**config.mk**
```make
export PLATFORM = sky130hd
export DESIGN_NAME = fifo_wr_arbiter_flat
export DESIGN_NICKNAME = d
export VERILOG_FILES = /design/src/rtl/fifo_wr_arbiter_if.sv /design/src/rtl/fifo_wr_arbiter.sv /design/src/flat_wrapper.sv
export SDC_FILE = /design/constraint.sdc
export NUM_CORES = 1
export LEC_CHECK = 0
export CAP_MARGIN = 5
export CORE_MARGIN = 8
export CORE_UTILIZATION = 39
export DETAILED_ROUTE_END_ITERATION = 6
export PLACE_DENSITY_LB_ADDON = 0.25
export SYNTH_ARGS = -nofsm -noshare
export SYNTH_HDL_FRONTEND = slang
export SYNTH_SLANG_ARGS = --single-unit
```
**constraint.sdc**
```tcl
create_clock -name clk -period 2.35 [get_ports clk]
set_input_delay 0.47 -clock clk [delete_from_list [all_inputs] [get_ports clk]]
set_output_delay 0.47 -clock clk [all_outputs]
set_load 0.02 [all_outputs]
```
**src/rtl/fifo_wr_arbiter_if.sv**
```systemverilog
// fifo_wr_arbiter_if: requester lanes plus FIFO write-port signals shared through the arbiter
interface fifo_wr_arbiter_if #(
  parameter int MEMORY_WIDTH = 4,
  parameter int N_REQ = 4
);
  logic [N_REQ-1:0] req;
  logic [N_REQ-1:0] last;
  logic [N_REQ*MEMORY_WIDTH-1:0] data_in;
  logic full;
  logic [N_REQ-1:0] gnt;
  logic [N_REQ-1:0] ack;
  logic w_en;
  logic [MEMORY_WIDTH-1:0] WR;
  modport master(output req, last, data_in, full, input gnt, ack, w_en, WR);
  modport slave(input req, last, data_in, full, output gnt, ack, w_en, WR);
endinterface

```
**src/rtl/fifo_wr_arbiter.sv**
```systemverilog
// fifo_wr_arbiter: round-robin burst arbiter sharing one FIFO write port among N_REQ requesters
module fifo_wr_arbiter #(
  parameter int MEMORY_WIDTH = 4,
  parameter int N_REQ = 4,
  parameter int MAX_BURST = 8
) (
  input logic clk,
  input logic rst,
  fifo_wr_arbiter_if.slave bus
);
  localparam int IW = $clog2(N_REQ);
  localparam int CW = $clog2(MAX_BURST + 1);
  localparam logic [0:0] IDLE = 1'b0;
  localparam logic [0:0] BUSY = 1'b1;
  logic [0:0] state;
  logic [IW-1:0] prio, owner, pick;
  logic [CW-1:0] burst_cnt;
  logic accept, done;
  // downward scan so the lowest offset from prio wins
  always_comb begin
    pick = prio;
    for (int i = N_REQ - 1; i >= 0; i--)
      if (bus.req[IW'((int'(prio) + i) % N_REQ)]) pick = IW'((int'(prio) + i) % N_REQ);
  end
  always_comb begin
    accept = state == BUSY && bus.req[owner] && !bus.full;
    done = accept && (bus.last[owner] || burst_cnt == CW'(MAX_BURST - 1));
    bus.w_en = accept;
    bus.ack = accept ? N_REQ'(1) << owner : '0;
    bus.gnt = state == BUSY ? N_REQ'(1) << owner : '0;
    bus.WR = state == BUSY ? bus.data_in[owner*MEMORY_WIDTH +: MEMORY_WIDTH] : '0;
  end
  always_ff @(posedge clk) begin
    if (!rst) begin
      state <= IDLE;
      prio <= '0;
      owner <= '0;
      burst_cnt <= '0;
    end else if (state == IDLE) begin
      if (|bus.req) begin
        state <= BUSY;
        owner <= pick;
        burst_cnt <= '0;
      end
    end else if (accept) begin
      burst_cnt <= burst_cnt + 1'b1;
      if (done) begin
        state <= IDLE;
        prio <= owner == IW'(N_REQ - 1) ? '0 : owner + 1'b1;
      end
    end
  end
endmodule
```
**src/flat_wrapper.sv**
```systemverilog
// flat-port wrapper written by rule: the top's interface ports become plain ports
module fifo_wr_arbiter_flat 
#(
  parameter int MEMORY_WIDTH = 4,
  parameter int N_REQ = 4,
  parameter int MAX_BURST = 8
)
  (clk, rst, bus_req, bus_last, bus_data_in, bus_full, bus_gnt, bus_ack, bus_w_en, bus_WR);
  fifo_wr_arbiter_if #(.MEMORY_WIDTH(MEMORY_WIDTH), .N_REQ(N_REQ)) bus_i ();
  input logic clk;
  input logic rst;
  input wire logic [$bits(bus_i.req)-1:0] bus_req;
  input wire logic [$bits(bus_i.last)-1:0] bus_last;
  input wire logic [$bits(bus_i.data_in)-1:0] bus_data_in;
  input wire logic [$bits(bus_i.full)-1:0] bus_full;
  output wire logic [$bits(bus_i.gnt)-1:0] bus_gnt;
  output wire logic [$bits(bus_i.ack)-1:0] bus_ack;
  output wire logic [$bits(bus_i.w_en)-1:0] bus_w_en;
  output wire logic [$bits(bus_i.WR)-1:0] bus_WR;
  assign bus_i.req = bus_req;
  assign bus_i.last = bus_last;
  assign bus_i.data_in = bus_data_in;
  assign bus_i.full = bus_full;
  assign bus_gnt = bus_i.gnt;
  assign bus_ack = bus_i.ack;
  assign bus_w_en = bus_i.w_en;
  assign bus_WR = bus_i.WR;
  fifo_wr_arbiter #(.MEMORY_WIDTH(MEMORY_WIDTH), .N_REQ(N_REQ), .MAX_BURST(MAX_BURST)) u_core (.clk(clk), .rst(rst), .bus(bus_i));
endmodule
```
==> impl_metrics.yaml <==
run_status:
  outcome: "finished, final reports clean"
cts:
  cts.root.buffer_cell: "clkbuf_4"
  cts.reportedPaths.clkPinSlew_ns: 0.06
  cts-htree-levels: 1
  cts-buffers-inserted: 3
  clock-sinks: 9
  tritoncts: "built"
  clk_latency_ns: 0.26
  cts_hold_buffers: 0
  clock_path_buffers: 2
synthesis:
  ys_types: 27
  synth.largest_area_cell: "dfxtp_1"
  syn-num-nets: 122
  sequential_area_share_after_synthesis_pct: 22.9
  postSynthAreaPerCell_um2: 8.73
  dominantRegCellSynth: "dfxtp_1"
  syn-instance-count: 90
  synth_largest_type_area_fraction_pct: 22.9
  synthTopCellsByArea: "dfxtp_1, mux4_2, ha_1"
  synth_enable_flop_cells: 0
  yosysMostFrequentCell: "nand2_1"
  async_flop_share_pct: 0
  yosys_register_bits: 9
  synthesis.yosys.warnings: 0
  syn_area_um2: 786
  top_cell_types_by_occurrence_after_synthesis: "nand2_1, and2_1, dfxtp_1"
sta:
  rsz_0062_raised_after_global_routing: "no"
  worst_slack_ns: 0.0676
  achievable-frequency_mhz: 438
  tightest_slew_ns: 0.385
  finalCriticalPeriod_ns: 2.28
  fin_crit_sh_pct: 97.1
  relSlewSlack_pct: 74.3
  setup_violators_final: 0
  finalHoldViolations: 0
  clock-skew-final_ns: 0.00563
  timing.final.max_slew_violations: 0
die:
  start_util_pct: 40.9
  core-area_mm2: 0.00192
  die_w_um: 60.9
  pin_count: 40
  dieHeight_um: 60.9
  design.die.area_mm2: 0.00371
  rows: 16
critical_path:
  crit_fanout: 1
  timing.rr.end: "u_core.burst_cnt[1]"
  worst_path_largest_cell_delay_ns: 0.48
  endpoint_kind: "output port"
  reg2reg_slack_ns: 0.49
  worst-r2r-cell-count: 5
  crit_path_cell_trace: "clkdlybuf4s50_1 -> mux4_1 -> and2_1 -> dlygate4sd2_1"
  path_class: "in2out"
  cpMaxStageDelayCell: "mux4_1"
  cp_data_required_time_ns: 1.88
  worstReg2RegStart: "u_core.owner[1]"
  launching_element_type_of_the_critical_path: "input port"
  arrival_ns: 1.81
job:
  drv_cap: 0
routing:
  drtPass1Iterations: 4
  drt_iter0_markers: 15
  drt_wl_total_um: 2290
  routed_wire_length_per_instance_um: 13.5
  number_of_antenna_violating_nets_in_the_routed_design: 0
  route.detailed.vias_per_inst: 4.91
  vias: 835
  route.detailed.drc: 0
min_path:
  hold_path_end: "u_core.prio[0]"
  hold_crit_class: "reg2reg"
  worstHoldPathCells: 2
  hold_start: "u_core.prio[0]"
finish:
  fin_util_pct: 68.5
  area_growth_syn_to_layout_pct: 67.5
  num-nets-final: 176
  antenna_cells: 0
  drive_gt1_share_pct: 21.0
global_route:
  number_of_global_route_vias_before_repair: 857
  global_route.overflow_total: 0
  grt_start_max_net_pins: 13
  track_usage_pct: 13.3
  initial_antenna_violation_count: 0
  grt_pass1_wl_um: 3750
placed_design:
  place.port_buffers: 39
  place_hpwl_um: 1890
  routabilityCongestion: 0.767
  detailedPlace.worstSlack_ns: -0.300
power_and_ir_drop:
  power_leakage_uw: 0.000597
  power_per_cell_area_mw_per_mm2: 349
  vdd_ir_drop_max_uv: 229
==> through the flow <==
| step | total power (uW) | cell area [um^2] | hold slack (ns) | setup TNS, ns | instances |
|---|---|---|---|---|---|
| 2_1_floorplan | 248 | 786 | 0.465 | 0 | 90 |
| 3_3_place_gp | 343 | 1280 | 0.489 | -1.92 | 165 |
| 5_1_grt | 490 | 1320 | 0.516 | 0 | 170 |
| 4_1_cts | 465 | 1300 | 0.498 | -0.0617 | 170 |
| 3_5_place_dp | 347 | 1280 | 0.487 | -2.08 | 165 |
| 6_report | 459 | 1320 | 0.502 | 0 | 170 |
==> placed cells by master, fill, tap and decap left out <==
| cell | count |
|---|---|
| a21boi_1 | 1 |
| a21oi_1 | 3 |
| and2_1 | 9 |
| and2_4 | 1 |
| and3_1 | 6 |
| buf_2 | 2 |
| buf_4 | 15 |
| buf_6 | 1 |
| clkbuf_1 | 1 |
| clkbuf_4 | 3 |
| clkdlybuf4s15_2 | 2 |
| clkdlybuf4s50_1 | 26 |
| dfxtp_1 | 8 |
| dfxtp_4 | 1 |
| dlygate4sd2_1 | 4 |
| dlymetal6s2s_1 | 4 |
| ha_1 | 5 |
| inv_1 | 3 |
| mux2i_1 | 3 |
| mux4_1 | 1 |
| mux4_2 | 5 |
| nand2_1 | 10 |
| nand2b_1 | 3 |
| nand3_1 | 3 |
| nor2_1 | 6 |
| nor2b_1 | 4 |
| nor3_1 | 1 |
| nor4_1 | 1 |
| o21ai_0 | 4 |
| o21ai_1 | 1 |
| o221ai_1 | 1 |
| o22ai_1 | 2 |
| or3b_1 | 1 |
| xor2_1 | 2 |
==> per-layer routing <==
metal	track usage, %	vias to the layer above	routed length, um
met5	0	-	0
li1	-	426	-
met3	2.97	4	102
met4	4.98	0	29
met1	13.8	383	940
met2	25.2	22	1220
==> worst max-delay path: cells and delay by family <==
| family | cells | cell delay [ns] |
|---|---|---|
| muxes | 1 | 0.48 |
| buffers and inverters | 2 | 0.70 |
| and+or+nand+nor | 1 | 0.16 |
==> worst max path at each step <==
| stage | startpoint | to | slack (ns) | cells after the start |
|---|---|---|---|---|
| finish | bus_data_in[7] | bus_WR[3] | 0.07 | 4 |
| global route | bus_data_in[7] | bus_WR[3] | 0.01 | 4 |
| CTS | bus_req[3] | bus_ack[1] | -0.02 | 5 |
| detailed placement | bus_req[3] | bus_ack[0] | -0.30 | 4 |
| global placement | bus_req[3] | bus_ack[0] | -0.28 | 4 |
| floorplan | u_core.owner[1] | u_core.burst_cnt[1] | 0.47 | 6 |
==> sequential cells by signal, summed over array words and instances (netlist names) <==
signal / flops
u_core.prio: 2
u_core.state: 1
u_core.owner: 2
u_core.burst_cnt: 4
==> area by class of cell <==
cell class	count	area, um^2
clock buffers	4	26.3
fillers	177	606
inverters	3	11.3
multi-input cells	73	559
flip-flops and latches	9	184
well taps	27	33.8
repair buffers	54	502
==> report_power, final <==
group          switching [uW]  leakage, uW  internal [uW]
registers                6.66    0.0000740            158
clock network            54.0    0.0000150           65.4
logic                    68.3     0.000508            107
==> logic make-up after synthesis <==
logic type	after synthesis	synth area share (%)
AOI/OAI and AO/OA	12	8.76
xor gates and xnor gates	2	2.23
adders and majority gates	5	7.96
buffers and inverters	8	5.89
DFF	9	22.9
muxes	9	21.5
and+or+nand+nor	45	30.7
==> timing repair <==
action / CTS / global route
endpoints found under the setup margin: 13 / 7
hold endpoints to repair: 0 / 0
gates resized for setup: 23 / 7
setup buffers: 1 / 0
No activity file was read; power rests on OpenSTA's default activity.
